**src/rtl/enemy_mover_if.sv**
```systemverilog
// Signal bundle between the enemy mover and its neighbours: the game control
// and spawn generator drive game_en/hit/randint, the mover returns its
// position and status to the renderer, collision logic and generator.
interface enemy_mover_if;
    logic        game_en;
    logic        hit;
    logic [9:0]  randint;
    logic [11:0] ENEMY_X;
    logic [11:0] ENEMY_Y;
    logic        enemy_active;
    logic        respawn_req;
    logic [7:0]  respawn_cnt;

    // Game side: drives control and spawn Y, observes the enemy.
    modport master (
        output game_en, hit, randint,
        input  ENEMY_X, ENEMY_Y, enemy_active, respawn_req, respawn_cnt
    );

    // Mover side: owns the enemy position and status.
    modport slave (
        input  game_en, hit, randint,
        output ENEMY_X, ENEMY_Y, enemy_active, respawn_req, respawn_cnt
    );
endinterface

```
**src/rtl/enemy_mover.sv**
```systemverilog
// enemy_mover: moves one enemy sprite leftwards at a fixed tick rate, and on
// reaching the left edge (or being hit) holds X at the edge for SETTLE cycles
// so the spawn generator can refresh randint, then latches the new Y and
// restarts at X_START.
// Optional build macro ENEMY_SPEEDUP_EN: step grows by 1 every 8 respawns,
// capped at STEP+4. Without it the step is the constant STEP.
module enemy_mover #(
    parameter logic [11:0] X_START  = 12'd1010,
    parameter logic [11:0] X_EDGE   = 12'd30,
    parameter logic [11:0] Y_INIT   = 12'd350,
    parameter logic [11:0] Y_MAX    = 12'd700,
    parameter int unsigned STEP     = 4,
    parameter int unsigned TICK_DIV = 250000,
    parameter int unsigned SETTLE   = 2
) (
    input logic          clk,
    input logic          rst,
    enemy_mover_if.slave bus
);

    localparam int TICK_W   = (TICK_DIV > 1) ? $clog2(TICK_DIV) : 1;
    localparam int SETTLE_W = (SETTLE > 1) ? $clog2(SETTLE) : 1;
    localparam logic [TICK_W-1:0]   TICK_LAST   = TICK_W'(TICK_DIV - 1);
    localparam logic [SETTLE_W-1:0] SETTLE_LAST = SETTLE_W'(SETTLE - 1);

    typedef enum logic [1:0] {
        IDLE,
        MOVE,
        RESPAWN
    } state_t;

    state_t              state, state_nxt;
    logic [TICK_W-1:0]   tick_cnt;
    logic                move_tick;
    logic [SETTLE_W-1:0] settle_cnt, settle_nxt;
    logic [11:0]         x_q, x_nxt;
    logic [11:0]         y_q, y_nxt;
    logic [7:0]          cnt_q, cnt_nxt;
    logic [11:0]         step;
    logic [12:0]         edge_plus_step;
    logic [11:0]         x_moved;
    logic [11:0]         spawn_y;
    logic                spawn_ok;

    // Move-rate divider: free-runs while the game is enabled, cleared otherwise.
    always_ff @(posedge clk) begin
        if (rst || !bus.game_en) begin
            tick_cnt <= '0;
        end else if (move_tick) begin
            tick_cnt <= '0;
        end else begin
            tick_cnt <= tick_cnt + 1'b1;
        end
    end

    assign move_tick = bus.game_en && (tick_cnt == TICK_LAST);

`ifdef ENEMY_SPEEDUP_EN
    logic [4:0] bonus_raw;
    assign bonus_raw = cnt_q[7:3];
    assign step      = 12'(STEP) + ((bonus_raw > 5'd4) ? 12'd4 : {7'd0, bonus_raw});
`else
    assign step = 12'(STEP);
`endif

    // Saturating left move: land exactly on X_EDGE rather than stepping past it.
    assign edge_plus_step = {1'b0, X_EDGE} + {1'b0, step};
    assign x_moved        = ({1'b0, x_q} > edge_plus_step) ? (x_q - step) : X_EDGE;

    // Zero or out-of-range spawn values leave the previous Y in place.
    assign spawn_y  = {2'b00, bus.randint};
    assign spawn_ok = (spawn_y != 12'd0) && (spawn_y <= Y_MAX);

    // Next-state and next-position decode.
    always_comb begin
        // NOTE: every signal written here gets a default first, so no path can infer a latch.
        state_nxt  = state;
        x_nxt      = x_q;
        y_nxt      = y_q;
        cnt_nxt    = cnt_q;
        settle_nxt = settle_cnt;
        unique case (state)
            IDLE: begin
                if (bus.game_en) begin
                    state_nxt = MOVE;
                end
            end
            MOVE: begin
                if (!bus.game_en) begin
                    state_nxt = IDLE;
                end else if (bus.hit) begin
                    // Pin X to the edge so the generator sees the same condition
                    // as a natural exit; a coincident tick is discarded.
                    state_nxt  = RESPAWN;
                    x_nxt      = X_EDGE;
                    settle_nxt = '0;
                end else if (x_q <= X_EDGE) begin
                    state_nxt  = RESPAWN;
                    settle_nxt = '0;
                end else if (move_tick) begin
                    x_nxt = x_moved;
                end
            end
            RESPAWN: begin
                if (settle_cnt == SETTLE_LAST) begin
                    if (spawn_ok) begin
                        y_nxt = spawn_y;
                    end
                    x_nxt      = X_START;
                    cnt_nxt    = cnt_q + 8'd1;
                    settle_nxt = '0;
                    state_nxt  = bus.game_en ? MOVE : IDLE;
                end else begin
                    settle_nxt = settle_cnt + 1'b1;
                end
            end
            default: begin
                state_nxt = IDLE;
            end
        endcase
    end

    // State and position registers with synchronous reset.
    always_ff @(posedge clk) begin
        // NOTE: non-blocking assignments so every register updates from the same pre-edge values.
        if (rst) begin
            state      <= IDLE;
            x_q        <= X_START;
            y_q        <= Y_INIT;
            cnt_q      <= 8'd0;
            settle_cnt <= '0;
        end else begin
            state      <= state_nxt;
            x_q        <= x_nxt;
            y_q        <= y_nxt;
            cnt_q      <= cnt_nxt;
            settle_cnt <= settle_nxt;
        end
    end

    assign bus.ENEMY_X      = x_q;
    assign bus.ENEMY_Y      = y_q;
    assign bus.enemy_active = (state == MOVE);
    assign bus.respawn_req  = (state == RESPAWN);
    assign bus.respawn_cnt  = cnt_q;

endmodule

```
**src/flat_wrapper.sv**
```systemverilog
// flat-port wrapper written by rule: the top's interface ports become plain ports
module enemy_mover_flat 
#(
    parameter logic [11:0] X_START  = 12'd1010,
    parameter logic [11:0] X_EDGE   = 12'd30,
    parameter logic [11:0] Y_INIT   = 12'd350,
    parameter logic [11:0] Y_MAX    = 12'd700,
    parameter int unsigned STEP     = 4,
    parameter int unsigned TICK_DIV = 250000,
    parameter int unsigned SETTLE   = 2
)
  (clk, rst, bus_game_en, bus_hit, bus_randint, bus_ENEMY_X, bus_ENEMY_Y, bus_enemy_active, bus_respawn_req, bus_respawn_cnt);
  enemy_mover_if bus_i ();
  input logic clk;
  input logic rst;
  input wire logic [$bits(bus_i.game_en)-1:0] bus_game_en;
  input wire logic [$bits(bus_i.hit)-1:0] bus_hit;
  input wire logic [$bits(bus_i.randint)-1:0] bus_randint;
  output wire logic [$bits(bus_i.ENEMY_X)-1:0] bus_ENEMY_X;
  output wire logic [$bits(bus_i.ENEMY_Y)-1:0] bus_ENEMY_Y;
  output wire logic [$bits(bus_i.enemy_active)-1:0] bus_enemy_active;
  output wire logic [$bits(bus_i.respawn_req)-1:0] bus_respawn_req;
  output wire logic [$bits(bus_i.respawn_cnt)-1:0] bus_respawn_cnt;
  assign bus_i.game_en = bus_game_en;
  assign bus_i.hit = bus_hit;
  assign bus_i.randint = bus_randint;
  assign bus_ENEMY_X = bus_i.ENEMY_X;
  assign bus_ENEMY_Y = bus_i.ENEMY_Y;
  assign bus_enemy_active = bus_i.enemy_active;
  assign bus_respawn_req = bus_i.respawn_req;
  assign bus_respawn_cnt = bus_i.respawn_cnt;
  enemy_mover #(.X_START(X_START), .X_EDGE(X_EDGE), .Y_INIT(Y_INIT), .Y_MAX(Y_MAX), .STEP(STEP), .TICK_DIV(TICK_DIV), .SETTLE(SETTLE)) u_core (.clk(clk), .rst(rst), .bus(bus_i));
endmodule
```
**config.mk**
```make
export PLATFORM = sky130hd
export DESIGN_NAME = enemy_mover_flat
export DESIGN_NICKNAME = d
export VERILOG_FILES = /design/src/rtl/enemy_mover_if.sv /design/src/rtl/enemy_mover.sv /design/src/flat_wrapper.sv
export SDC_FILE = /design/constraint.sdc
export NUM_CORES = 1
export LEC_CHECK = 0
export CAP_MARGIN = 25
export CELL_PAD_IN_SITES_DETAIL_PLACEMENT = 2
export CELL_PAD_IN_SITES_GLOBAL_PLACEMENT = 2
export CORE_MARGIN = 5
export CORE_UTILIZATION = 33
export DETAILED_ROUTE_END_ITERATION = 10
export PLACE_DENSITY = 0.87
export SETUP_SLACK_MARGIN = 0.3
export SYNTH_ARGS = -nofsm -noshare
export SYNTH_HDL_FRONTEND = slang
export SYNTH_SLANG_ARGS = --single-unit
```
**constraint.sdc**
```tcl
create_clock -name clk -period 4.8 [get_ports clk]
set_clock_uncertainty 0.05 [all_clocks]
set_input_delay 1.2 -clock clk [delete_from_list [all_inputs] [get_ports clk]]
set_output_delay 1.2 -clock clk [all_outputs]
set_load 0.01 [all_outputs]
```
==> results of run 1 <==
worst paths after layout:
kind / startpoint / to / slack [ps]
worst max register to register: u_core.state[0] / u_core.bus.ENEMY_Y[4] / 2050
worst min register to register: u_core.tick_cnt[0] / u_core.tick_cnt[0] / 410
worst max-delay path: bus_randint[0] / u_core.bus.ENEMY_Y[4] / 1710
worst min-delay path: u_core.tick_cnt[0] / u_core.tick_cnt[0] / 410
power by group:
group          total [mW]  switching [mW]  leakage, nW  internal, mW
Clock               0.369           0.147       0.0714         0.222
Sequential          0.440          0.0158        0.404         0.424
Combinational       0.140          0.0813        0.609        0.0588
Total               0.949           0.244         1.09         0.706
area by class of cell:
cell class	instances	area share (%)
Clock buffer	6	2.55
Clock inverter	2	1.85
Inverter	14	1.62
Multi-Input combinational cell	228	45.3
Sequential cell	50	30.9
Tap cell	102	3.94
Timing Repair Buffer	45	13.8
worst max-delay path: cells and delay by family:
family                 cells  cell delay (ps)
AOI/OAI and AO/OA          3              960
and+or+nand+nor            1              580
buffers and inverters      1              510
routing by layer:
metal / track usage (%) / vias up / wire [um]
met5: 0 / - / 7
met2: 29.2 / 42 / 3890
met3: 3.33 / 14 / 280
li1: - / 1159 / -
met1: 21.4 / 1195 / 3650
met4: 4.94 / 2 / 127
logic make-up after synthesis:
logic type / synth area share, %
buffers and inverters: 4.79
AOI/OAI and AO/OA: 19.7
other: 0.145
adders and majority gates: 3.87
and+or+nand+nor: 25.5
muxes: 1.16
DFF: 38.7
xor gates and xnor gates: 6.10
flip-flops by register name, summed over array words and instances, names as in the netlist:
signal                  flops
u_core.bus.ENEMY_X         11
u_core.tick_cnt            18
u_core.bus.respawn_cnt      8
u_core.bus.ENEMY_Y         10
u_core.settle_cnt           1
u_core.state                2
stage by stage:
stage	std cells	instance area, um^2
floorplan	305	2590
global placement	439	3100
detailed placement	439	3100
CTS	447	3240
global route	447	3240
finish	447	3240
cell usage in the layout (no fill, tap or decap), types with 3 or more instances in the layout:
| master | n |
|---|---|
| dfxtp_1 | 50 |
| clkdlybuf4s50_1 | 44 |
| nor2_1 | 36 |
| a21oi_1 | 24 |
| nand2_1 | 21 |
| inv_1 | 14 |
| o21ai_0 | 13 |
| xor2_1 | 11 |
| or3_1 | 10 |
| nand4_1 | 9 |
| a211o_1 | 8 |
| and2_1 | 8 |
| ha_1 | 8 |
| nand3_1 | 7 |
| xnor2_1 | 7 |
| clkbuf_8 | 6 |
| nor3_1 | 5 |
| and2b_2 | 5 |
| nor4_1 | 4 |
| and3_1 | 3 |
| and4_1 | 3 |
| a211oi_1 | 3 |
| mux2i_1 | 3 |
| a31oi_1 | 3 |
| conb_1 | 3 |
==> metrics.md, run 1 <==
| Metric | Value |
|---|---|
| Antenna violations before repair | 1 |
| Setup CP Type | in -> reg |
| Static Leakage | 1.09 nW |
| Number of global-route vias before repair | 2544 |
| P&R area growth vs syn | 25.3% |
| Critical Path AT | 3250 ps |
| Pwr/cell area | 293 nW/um^2 |
| First-pass GRT wire length | 13500 um |
| Largest net degree at the start of global routing | 20 |
| Ant diodes | 0 |
| Die area | 9710 um^2 |
| Initial Util | 33.6% |
| WL/cell | 17.8 um |
| Hold WC Path Type | reg -> reg |
| CTS Root Cell | clkbuf_8 |
| Critical Path, Cell by Cell | clkdlybuf4s50_1, or4_1, o41ai_2, a21oi_2, a211o_1 |
| Router iterations before antenna repair | 4 |
| Drt initial violations | 34 |
| Hold Path Cell Cnt | 1 |
| Max-Slew Margin vs Limit | 48.2% |
| Vias/cell | 5.40 |
| Sequential cell area fraction in the yosys report | 38.7% |
| Post-route setup TNS | 0 ps |
| Mapped cell area | 2590 um^2 |
| Clock sink total | 50 |
| Pre-CTS setup slack | 1400 ps |
| Worst Setup Start Kind | primary input |
| Multi-input gate area | 1470 um^2 |
| GR Util All Layers | 16.9% |
| Worst setup EP type | flop |
| CTS resizes | 0 |
| Peak supply drop | 0.000102 V |
| Data required, critical path | 4950 ps |
| Fin util | 42.2% |
| Die span in y | 98.5 um |
| Nets@finish | 366 |
| Yosys warning total | 0 |
| Synth top cells by count | dfxtp_1 (50), nor2_1 (36), a21oi_1 (24) |
| Period utilization | 64.5% |
| Clk buf depth | 2 |
| Min Hold Slack | 407 ps |
| # IOs | 48 |
| Row cnt | 32 |
| Postcts setup bufs | 0 |
| H-tree depth | 2 |
| Core area | 7690 um^2 |
| Top FF cell, synth | dfxtp_1 |
| Final Hold Vio Count | 0 |
| Via count | 2412 |
| Worst setup margin | 1710 ps |
| Total Power | 949 uW |
| Distinct cells, synth | 54 |
| Max-slew violation count | 0 |
| Ratio of cells with drive above 1 in the final layout | 6.38% |
| Area contributors post-synth | dfxtp_1 (39%), nor2_1 (5.2%), a21oi_1 (4.6%) |
| # setup viols final | 0 |
| Drt drc | 0 |
| Sequential Area | 1000 um^2 |
| Top-area cell type share of the netlist area | 38.7% |
| Syn_area_per_cell | 8.54 um^2 |
| R2R cell count | 7 |
| Min cycle time layout | 3090 ps |
| # fillers | 877 |
| Status | finished clean |
| GRT overflow | 0 |
| Worst skew pair latency | 310 ps |
| CTS Hold Bufs | 0 |
| Syn Inst Count | 303 |
| Max-Cap Viols | 0 |
| RSZ-0062 raised after global routing | no |
| Seq cells post-synth | 50 |
| Final WL | 7950 um |
| Post-DRT Antenna Nets | 0 |
| Slowest-stage cell, CP | or4_1 |
| Clock transition at the registers of the reported paths | 100 ps |
| GP Congestion | 0.828 |
| Worst Path Max Fanout | 14 |
| Highest clock rate | 323 MHz |
| Post-synth ARST share | 0% |
| Largest area contributor in the netlist | dfxtp_1 |
| CP peak stage delay | 580 ps |
| CTS Buf Count | 5 |
| CTS tree | yes |
| Hpwl dp | 6040 um |
| Chip Width | 98.5 um |
| EDFF count, synth | 0 |
| PortBufs | 44 |
| Most common cell in the netlist | dfxtp_1 |
| Worst-Margin Slew | 770 ps |
Power figures use the tool's default switching activity.
==> run 2: changes to the inputs <==
- CORE_UTILIZATION: 33 -> 28
- PLACE_DENSITY: 0.87 -> 0.79
- clock period: 4.8 -> 2.8 ns (I/O delays scaled with it)
==> metrics.md, run 2 (synthesis gave the netlist of run 1 again) <==
| Metric | Value |
|---|---|
| CTS Root Cell | clkbuf_8 |
| CP peak stage delay | 570 ps (about the same) |
| DP Cell Count | 455 (+3.6%) |
| RSZ-0062 raised after global routing | no |
| Cell area after placement | 3160 um^2 (+2.1%) |
| Sequential Area | 1000 um^2 (unchanged) |
| Worst Setup Start Kind | primary input |
| GR Util All Layers | 14.1% (-2.8 points) |
| PortBufs | 44 (unchanged) |
| Vias/cell | 5.26 (-2.5%) |
| Antenna violations before repair | 0 (-1) |
| # setup viols final | 0 (unchanged) |
| Multi-input gate area | 1490 um^2 (+1.7%) |
| Row cnt | 35 (+9.4%) |
| Worst Setup SP | bus_randint[3] |
| Hold Path Cell Cnt | 1 (unchanged) |
| Clk buf depth | 2 (unchanged) |
| Via count | 2437 (+1.0%) |
| Chip Width | 106 um (+7.7%) |
| # fillers | 1055 (+20%) |
| Clock transition at the registers of the reported paths | 90 ps (about the same) |
| Drt drc | 0 (unchanged) |
| Worst-Margin Slew | 606 ps (-164 ps) |
| Worst Path Max Fanout | 3 (-11) |
| Number of global-route vias before repair | 2589 (+1.8%) |
| Core area | 9110 um^2 (+18%) |
| Worst r2r dst | u_core.bus.ENEMY_X[8] |
| Slowest-stage cell, CP | or4_4 |
| R2R Setup Slk | 440 ps (-1610 ps) |
| Fin util | 36.2% (-5.9 points) |
| Post-Route M1 WL | 3330 um (-8.8%) |
| Period utilization | 88.3% |
| Largest net degree at the start of global routing | 31 (+55%) |
| Static Leakage | 1.10 nW (+1.4%) |
| Nets@finish | 373 (+1.9%) |
| Post-DRT Antenna Nets | 0 (unchanged) |
| H-tree depth | 2 (unchanged) |
| Pwr/cell area | 463 nW/um^2 (+58%) |
| GRT overflow | 0 (unchanged) |
| Router iterations before antenna repair | 4 (unchanged) |
| P&R area growth vs syn | 27.6% |
| Highest clock rate | 405 MHz |
| Worst skew pair latency | 310 ps (about the same) |
| Routed wl met3 | 299 um (+6.8%) |
| First-pass GRT wire length | 13000 um (-3.5%) |
| Max layer used | met4 |
| R2R cell count | 7 (unchanged) |
| Final Hold Vio Count | 0 (unchanged) |
| Setup CP Type | in -> reg |
| Hold endpoint | u_core.tick_cnt[0] |
| Die span in y | 106 um (+7.7%) |
| Ratio of cells with drive above 1 in the final layout | 8.81% (+2.4 points) |
| Max FFs per register | 18 (unchanged) |
| Top reg by flops | u_core.tick_cnt |
| Status | finished clean |
| Layout Cell Area excl Fill | 3300 um^2 (+1.9%) |
| Most frequent cells in the layout | dfxtp_1 (50), clkdlybuf4s50_1 (44), nor2_1 (36), a21oi_1 (24), nand2_1 (21) |
| CTS Buf Count | 5 (unchanged) |
| Ant diodes | 0 (unchanged) |
| Final WL | 7720 um (-3.0%) |
| Worst setup EP type | flop |
| Postcts setup bufs | 0 (unchanged) |
| Clock sink total | 50 (unchanged) |
| Max-slew violation count | 0 (unchanged) |
| Die area | 11300 um^2 (+16%) |
| CTS tree | yes |
| # IOs | 48 (unchanged) |
| Critical R2R Launch | u_core.bus.ENEMY_X[2] |
| Met2 WL post-DR | 3960 um (+1.7%) |
| Max-Slew Margin vs Limit | 59.3% (+11 points) |
| Max-Cap Viols | 0 (unchanged) |
| Critical Path AT | 2610 ps (-640 ps) |
| WL/cell | 16.7 um (-6.3%) |
| Worst Min Path Start | u_core.tick_cnt[0] |
| Hpwl dp | 5910 um (-2.1%) |
| Hold WC Path Type | reg -> reg |
| Commonest non-fill, non-tap cell in the layout | dfxtp_1 |
| GP Congestion | 0.799 (-3.6%) |
| Min cycle time layout | 2470 ps |
| Non-Filler Instances | 463 (+3.6%) |
| Data required, critical path | 2940 ps (-2010 ps) |
| Drt initial violations | 43 (+26%) |
| Initial Util | 28.4% (-5.2 points) |
| Min Hold Slack | 398 ps (-9.31 ps) |
| Peak supply drop | 0.000189 V (+85%) |
| Critical Path, Cell by Cell | clkdlybuf4s50_1, or4_4, o41ai_4, buf_4, nor2_1, a21oi_1, o21ai_0 |
==> run 2: changes by cell type in the layout (fill, tap and decap cells not counted), sizes merged <==
cell / before / now
clkbuf: 6 / 5
buf: 1 / 8
clkinvlp: 0 / 2
bufinv: 2 / 1
==> run 2: worst max path at each step <==
stage | slack [ps] | end | cells past startpoint
after floorplan | 510 | u_core.bus.ENEMY_Y[4] | 5
after global routing | 280 | u_core.bus.ENEMY_Y[8] | 7
final | 330 | u_core.bus.ENEMY_Y[8] | 7
after CTS | 300 | u_core.bus.ENEMY_Y[3] | 5
after global placement | 80 | u_core.bus.ENEMY_Y[3] | 5
after detailed placement | -30 | u_core.bus.ENEMY_Y[3] | 5
==> run 2: area by class of cell <==
| type | count | area share, % |
|---|---|---|
| sequential | 50 | 30.3 |
| tap | 111 | 4.21 |
| timing repair buffer | 52 | 15.2 |
| clock buffer | 5 | 2.08 |
| multi-input combinational | 228 | 45.3 |
| inverter | 14 | 1.59 |
| clock inverter | 3 | 1.36 |
==> run 2: worst max-delay path: cells and delay by family <==
kind / cells / cell delay [ps]
buffers and inverters: 2 / 630
AND/OR/NAND/NOR: 2 / 620
AO/OA/AOI/OAI: 3 / 660
==> run 2: through the flow <==
step	power (mW)	TNS, ps	setup slack [ps]
after floorplan	0.903	0	510
after global placement	1.01	0	84.4
after detailed placement	1.02	-114	-28.8
after CTS	1.55	0	304
after global routing	1.61	0	279
final	1.53	0	328
==> run 2: layer usage <==
| layer | up-vias | track usage [%] |
|---|---|---|
| li1 | 1182 | - |
| met1 | 1199 | 16.5 |
| met2 | 46 | 25.6 |
| met3 | 10 | 2.67 |
| met4 | 0 | 5.00 |
| met5 | - | 0 |
==> run 2: report_power, final <==
group,internal (mW),switching (mW),total (mW),leakage [nW]
clock,0.266,0.258,0.524,0.0504
combinational,0.109,0.139,0.248,0.646
sequential,0.728,0.0267,0.754,0.404
total,1.10,0.424,1.53,1.10
==> run 2: what timing repair did <==
action / in CTS / in global routing
resized for setup: 0 / 4
hold buffers: 0 / 0
setup endpoints to repair: 0 / 10
==> run 3: changes to the inputs <==
- CORE_UTILIZATION: 28 -> 27
- GPL_TIMING_DRIVEN: default -> 0
- PLACE_DENSITY: 0.79 -> 0.77
==> metrics.md, run 3 (synthesis gave the netlist of run 1 again) <==
| Metric | Value |
|---|---|
| RSZ-0062 raised after global routing | no |
| CP delay by family, top | compound AO/OA/AOI/OAI gates |
| CP peak stage delay | 510 ps (-60 ps) |
| Clk buf depth | 2 (unchanged) |
| Status | finished clean |
| Layout Cell Area excl Fill | 3390 um^2 (+2.7%) |
| Period utilization | 86.3% (-2.0 points) |
| Slowest-stage cell, CP | or4_4 |
| Top reg by flops | u_core.tick_cnt |
| Router iterations before antenna repair | 4 (unchanged) |
| GP Congestion | 0.786 (-1.6%) |
| Min Hold Slack | 400 ps (+2.10 ps) |
| Worst Path Max Fanout | 10 (+7) |
| Critical Path AT | 2570 ps (-40 ps) |
| Post-route setup TNS | 0 ps (unchanged) |
| DP Cell Count | 477 (+4.8%) |
| Cell area after placement | 3190 um^2 (+0.75%) |
| Crit path buf inv count | 2 (unchanged) |
| Highest clock rate | 414 MHz (+2.3%) |
| Clock transition at the registers of the reported paths | 100 ps (about the same) |
| Critical Path, Cell by Cell | clkdlybuf4s50_1, or4_4, o41ai_4, a21oi_2, buf_6, a211o_1 |
| Via count | 2454 (+0.70%) |
| CTS tree | yes |
| GR Util All Layers | 14.2% (+0.10 points) |
| Clock sink total | 50 (unchanged) |
| Largest net degree at the start of global routing | 16 (-48%) |
| Die area | 11600 um^2 (+3.4%) |
| Antenna violations before repair | 0 (unchanged) |
| # setup viols final | 0 (unchanged) |
| Post-DRT Antenna Nets | 0 (unchanged) |
| Ant diodes | 0 (unchanged) |
| Max FFs per register | 18 (unchanged) |
| Drt drc | 0 (unchanged) |
| Number of global-route vias before repair | 2629 (+1.5%) |
| H-tree depth | 2 (unchanged) |
| PortBufs | 43 (-2.3%) |
| Data required, critical path | 2950 ps (about the same) |
| Drt initial violations | 71 (+65%) |
| Worst skew pair latency | 310 ps (about the same) |
| Hpwl dp | 6190 um (+4.8%) |
| Max-slew violation count | 0 (unchanged) |
| Final Hold Vio Count | 0 (unchanged) |
| Commonest non-fill, non-tap cell in the layout | dfxtp_1 |
| Max-Slew Margin vs Limit | 58.2% (-1.1 points) |
| Final WL | 8150 um (+5.6%) |
| GRT overflow | 0 (unchanged) |
| Min cycle time layout | 2420 ps (-56.0 ps) |
| First-pass GRT wire length | 13400 um (+2.9%) |
| Pwr/cell area | 485 nW/um^2 (+4.8%) |
| CTS Buf Count | 5 (unchanged) |
| Hold WC Path Type | reg -> reg |
| # IOs | 48 (unchanged) |
| Worst Setup Start Kind | primary input |
| Nets@finish | 380 (+1.9%) |
| Row cnt | 35 (unchanged) |
| CTS Hold Bufs | 0 (unchanged) |
| Most frequent cells in the layout | dfxtp_1 (50), clkdlybuf4s50_1 (40), nor2_1 (36), a21oi_1 (24), nand2_1 (21) |
| Fin util | 36.5% (+0.27 points) |
| WL/cell | 16.7 um (+0.20%) |
| Core area | 9280 um^2 (+1.9%) |
| P&R area growth vs syn | 31.1% |
| Peak supply drop | 0.000188 V (about the same) |
| Setup CP Type | in -> reg |
| Max-Cap Viols | 0 (unchanged) |
| Vias/cell | 5.03 (-4.5%) |
| Ratio of cells with drive above 1 in the final layout | 9.75% (+0.94 points) |
| Non-Filler Instances | 488 (+5.4%) |
| Chip Width | 108 um (+1.7%) |
| Die span in y | 108 um (+1.7%) |
| Worst-Margin Slew | 622 ps (+16.3 ps) |
| Static Leakage | 1.17 nW (+6.0%) |
| CTS Root Cell | clkbuf_8 |
| Worst setup EP type | flop |
| Initial Util | 27.9% (-0.54 points) |
## run 3: changes by cell type in the layout (fill, tap and decap cells not counted), sizes merged
cell           before  now
clkdlybuf4s50      44   40
bufinv              1    2
clkinvlp            2    0
clkbuf              5   10
dlymetal6s2s        0    3
buf                 8   12
## run 3: layer usage
layer / track usage [%] / part of all wire [%]
met4: 2.71 / 0.79
met5: 0 / 0
met3: 3.00 / 3.4
met2: 26.9 / 52
met1: 16.4 / 44
## run 3: final timing paths
| kind | from | end | slack (ps) | depth (start not counted) |
|---|---|---|---|---|
| worst max-delay path | bus_randint[8] | u_core.bus.ENEMY_Y[2] | 380 | 6 |
| worst min-delay path | u_core.tick_cnt[0] | u_core.tick_cnt[0] | 400 | 1 |
| worst max register to register | u_core.bus.ENEMY_X[2] | u_core.bus.ENEMY_X[4] | 500 | 7 |
| worst min register to register | u_core.tick_cnt[0] | u_core.tick_cnt[0] | 400 | 1 |
## run 3: what timing repair did
action | CTS | global route
pin swaps | 1 | 1
buffers inserted | 1 | 2
resized for setup | 3 | 6
endpoints found under the setup margin | 9 | 10
endpoints found under the hold margin | 0 | 0
## run 3: stage by stage
step                      setup WS (ps)  power [mW]
after floorplan                     510       0.903
after global placement            -53.7        1.00
after detailed placement           -139        1.01
after CTS                           305        1.66
after global routing                320        1.73
final                               384        1.64
## run 3: area by class of cell
class,instances,area [um^2]
Buffer,13,71.3
Clock buffer,6,82.6
Clock inverter,2,60.1
Fill cell,1069,5890
Inverter,14,52.6
Multi-Input combinational cell,228,1500
Sequential cell,50,1000
Tap cell,129,161
Timing Repair Buffer,46,460
## run 3: report_power, final
| group | internal, mW | total, mW | switching, mW |
|---|---|---|---|
| clock | 0.381 | 0.643 | 0.262 |
| combinational | 0.104 | 0.244 | 0.139 |
| sequential | 0.728 | 0.755 | 0.0276 |
==> edit 1, RTL diff (settings of run 3) <==
Build with the macro `ENEMY_SPEEDUP_EN` defined.
--- a/src/rtl/enemy_mover.sv
+++ b/src/rtl/enemy_mover.sv
@@ -4,6 +4,8 @@
 // restarts at X_START.
 // Optional build macro ENEMY_SPEEDUP_EN: step grows by 1 every 8 respawns,
 // capped at STEP+4. Without it the step is the constant STEP.
+`define ENEMY_SPEEDUP_EN
+
 module enemy_mover #(
     parameter logic [11:0] X_START  = 12'd1010,
     parameter logic [11:0] X_EDGE   = 12'd30,
Formal check against the unedited RTL: same outputs for any inputs over 10 cycles, from zero or initial values and one cycle with rst high; that may be too few to reach the edited logic, so the function may still have changed.
==> edit 1 against run 3 <==
  * Power decreased by 15%
  * Non-clock buffer count increased by 9
  * Cell area increased by 14%
  * Via count increased by 6.0%
  * Worst setup slack got worse by 0.36 ns
  * First-iteration DRC count decreased by 8.5%
  * Sequential cell count increased by 1
  * Combinational power decreased by 25%
  * Area after synthesis increased by 8.3%
  * Final cell count increased by 8.8%
  * Critical path depth increased by 5
  * Synthesized cell count increased by 7.3%
  * Wire length increased by 7.9%
==> edit 1: results (changes against run 3) <==
status completed; Place WS -0.590 ns (-0.450 ns); vias in the first global route 2954 (+12%); initial drt markers 65 (-8.5%); final WL 8800 um (+7.9%); Sw Share 26.3% (+0.15 points); Overflow after GRT 0 (unchanged); asr flop ratio synth 0% (unchanged); Tightest Pin Transition 0.511 ns (-0.111 ns); Ant. Diodes 0 (unchanged); clock latency at the later pin of the worst-skew pair 0.30 ns; register area share after synthesis 36.5% (-2.2 points); Leak 1.50 nW (+29%); Port Buf Inserts 45 (+4.7%); Synth Area in Compound Gates 13.9% (-5.8 points); Reg clk slew, reported paths 0.10 ns (about the same); WP data arrival 2.99 ns (+0.42 ns); Synth Warn # 0 (unchanged); mux cell area share after synthesis 3.57% (+2.4 points); antenna violations before repair 0 (unchanged); clock root buffer clkbuf_8; H-tree Lvls 2 (unchanged); Nets 426 (+12%); post-synthesis adder-cell area fraction 8.31% (+4.4 points); drt pass-1 iters 4 (unchanged); peak fanout along the critical path 5 (-5); Post-Syn Instances 325 (+7.3%); Final Hold Fails 0 (unchanged); share of layout cells above drive strength 1 16.7% (+7.0 points); DR vias/cell 4.90 (-2.6%); Peak VDD IR 0.205 mV (+8.6%); slowest library cell on the worst path or3b_4; Num CTS Buffers 5 (unchanged); Commonest cells post-synth dfxtp_1 (51), nor2_1 (51), nand2_1 (25); DP Wirelength 6810 um (+10%); Hold Path Class reg -> reg; Largest register FFs 18 (unchanged); Largest Register u_core.tick_cnt; max incr delay on CP 0.39 ns (-0.12 ns); first-pass GRT wire length 14600 um (+9.5%); Worst path top cell family by delay simple AND/OR/NAND/NOR gates; GPL Wtd Cong 0.731 (-7.0%); largest net degree at the start of global routing 16 (unchanged); placed insts 510 (+6.9%); Non-Filler Instances 531 (+8.8%); deepest clock path buffer count 2 (unchanged); Post-Synth XOR/XNOR Area 8.45% (+2.3 points); leading post-synthesis cells by cell area dfxtp_1 (36%), ha_1 (7.6%), nor2_1 (6.8%), xor2_1 (5.0%), mux2i_1 (3.6%); Overall Global Routing Usage 14.2% (-0.045 points); Synth cell types 55 (+1.9%); placed inst area 0.00355 mm2 (+11%)
-- edit 1: final timing paths --
kind,from,depth (start not counted),to,slack [ns]
max,u_core.bus.respawn_cnt[7]$_SDFFE_PP0P_,11,u_core.bus.ENEMY_X[10]$_SDFFE_PP0P_,0.02
min,u_core.tick_cnt[0]$_SDFF_PP0_,1,u_core.tick_cnt[0]$_SDFF_PP0_,0.40
max reg2reg,u_core.bus.respawn_cnt[7]$_SDFFE_PP0P_,11,u_core.bus.ENEMY_X[10]$_SDFFE_PP0P_,0.02
min reg2reg,u_core.tick_cnt[0]$_SDFF_PP0_,1,u_core.tick_cnt[0]$_SDFF_PP0_,0.40
-- edit 1: cell type report --
class | count | area (um2)
Clock buffer | 7 | 86.3
Buffer | 10 | 70.1
Tap cell | 136 | 170
Timing Repair Buffer | 58 | 551
Fill cell | 1158 | 6370
Inverter | 13 | 48.8
Multi-Input combinational cell | 255 | 1890
Sequential cell | 51 | 1030
Clock inverter | 1 | 5.00
-- edit 1: routing by layer --
layer,GRT usage (%),routed length [um],up-vias
li1,-,-,1275
met1,16.6,3840,1292
met2,27.0,4710,28
met3,2.17,174,6
met4,2.92,72,0
met5,0,0,-
-- edit 1: logic make-up (layout without fill, tap and decap cells) --
| group | count (synthesis) | count (layout) |
|---|---|---|
| DFF | 51 | 51 |
| AOI/OAI and AO/OA | 51 | 51 |
| and+or+nand+nor | 143 | 143 |
| xor gates and xnor gates | 27 | 27 |
| buffers and inverters | 23 | 89 |
| muxes | 10 | 10 |
| other | 2 | 6 |
| adders and majority gates | 18 | 18 |
-- edit 1: power by group through the flow --
stage	clock network (W)	registers, W	logic (W)
2_1_floorplan	0	0.000768	0.0000917
3_3_place_gp	0	0.000768	0.000160
5_1_grt	0.000503	0.000755	0.000200
3_5_place_dp	0	0.000770	0.000164
4_1_cts	0.000472	0.000752	0.000179
6_report	0.000455	0.000753	0.000182
-- edit 1: what timing repair did --
item	4_1_cts	5_1_grt
pin swaps	13	12
setup buffers	10	3
resized for setup	19	18
setup endpoints to repair	40	22
-- edit 1: metrics by stage --
step / hold WS [ns] / total power [W] / utilization, % / TNS (ns)
after floorplan: 0.380 / 0.000860 / - / 0
after global placement: 0.398 / 0.000928 / 34.7 / -11.82
after detailed placement: 0.415 / 0.000934 / 34.7 / -12.98
after CTS: 0.438 / 0.00140 / 36.9 / -0.375
after global routing: 0.413 / 0.00146 / 37.7 / -1.03
final: 0.397 / 0.00139 / 37.7 / 0
==> edit 2, RTL diff (settings of run 3) <==
Made on the original files. Make the reset (`rst`) asynchronous in one clocked block. Comments in the files are not updated.
--- a/src/rtl/enemy_mover.sv
+++ b/src/rtl/enemy_mover.sv
@@ -121,7 +121,7 @@
     end
 
     // State and position registers with synchronous reset.
-    always_ff @(posedge clk) begin
+    always_ff @(posedge clk or posedge rst) begin
         // NOTE: non-blocking assignments so every register updates from the same pre-edge values.
         if (rst) begin
             state      <= IDLE;
Function: differs if rst is asserted again (counterexample within 4 cycles, from zero or initial values and one cycle with rst high); with rst held inactive, the same outputs for 10 cycles.
==> edit 2 against run 3 <==
  * Area after synthesis is 1.5% higher
  * Non-clock buffer count is 4 lower
  * Worst setup slack worse by 0.0014 ns
  * Cell area is 0.59% lower
  * Sequential share of layout area is 5.4 points higher
  * Via count is 12% lower
  * Wire length is 15% lower
  * Sequential cell count stayed put
  * Global-route usage is 2.0 points lower
  * Critical endpoint is now bus_enemy_active
  * Largest cell class unchanged
Power is not compared: it rests on default switching activity, and its combinational part moved more than twofold at a synthesized area within 25%.
==> edit 2: results (changes against run 3) <==
relative max-transition margin 44.9% (-13 points); Overall Global Routing Usage 12.2% (-2.0 points); vias in the first global route 2368 (-9.9%); Nets 337 (-11%); Post-Synth XOR/XNOR Area 7.67% (+1.6 points); post-cts sizing count 0 (-3); met3 wirelength from detailed routing 217 um (-23%); WL met2 3540 um (-16%); met1 wire length 3090 um (-14%); hold_ws 0.398 ns (-0.00220 ns); mux cell area share after synthesis 5.62% (+4.5 points); postcts setup bufs 0 (-1); Synth Area in Compound Gates 11.9% (-7.9 points); Post-Syn Instances 262 (-14%); status completed; largest net degree at the start of global routing 18 (+2); final WL 6890 um (-15%); share of layout cells above drive strength 1 18.0% (+8.3 points); met1 usage 15.3% (-1.1 points); WP data arrival 1.67 ns (-0.90 ns); Worst path top cell family by delay buffers and inverters; max incr delay on CP 0.58 ns (+0.07 ns); M3 GR Usage 2.25% (-0.75 points); asr flop ratio synth 64.0% (+64 points); peak fanout along the critical path 4 (-6); WL/cell 15.4 um (-8.1%)
[edit 2: final timing paths]
| kind | startpoint | to |
|---|---|---|
| worst max-delay path | u_core.state[1]$_DFFE_PP0P_ | bus_enemy_active |
| worst min-delay path | u_core.tick_cnt[0]$_SDFF_PP0_ | u_core.tick_cnt[0]$_SDFF_PP0_ |
| worst max register to register | u_core.state[1]$_DFFE_PP0P_ | u_core.state[0]$_DFFE_PP0P_ |
| worst min register to register | u_core.tick_cnt[0]$_SDFF_PP0_ | u_core.tick_cnt[0]$_SDFF_PP0_ |
| max in group asynchronous | rst | u_core.bus.ENEMY_X[8]$_DFFE_PP1P_ |
| min in group asynchronous | rst | u_core.bus.ENEMY_X[3]$_DFFE_PP0P_ |
[edit 2: final cells by class]
type                    count  area share [%]
plain buffers              11            2.15
clock buffers               5            2.04
clock inverters             3            1.19
inverters                  10            1.11
multi-input cells         193            40.0
flip-flops and latches     50            34.9
well taps                 133            4.94
repair buffers             44            13.6
[edit 2: per-stage QoR]
stage | instance area [um2] | setup WS [ns] | util [%]
2_1_floorplan | 2630 | 0.730 | -
4_1_cts | 3370 | 0.366 | 34.9
3_5_place_dp | 3260 | 0.156 | 33.8
6_report | 3370 | 0.383 | 35.0
5_1_grt | 3370 | 0.313 | 35.0
3_3_place_gp | 3230 | -0.256 | 33.5
[edit 2: where the power goes]
| group | internal, W | switching [W] | leakage (nW) |
|---|---|---|---|
| sequential | 0.000943 | 0.000178 | 0.525 |
| clock | 0.000263 | 0.000245 | 0.0579 |
| combinational | 0.000715 | 0.000675 | 0.696 |
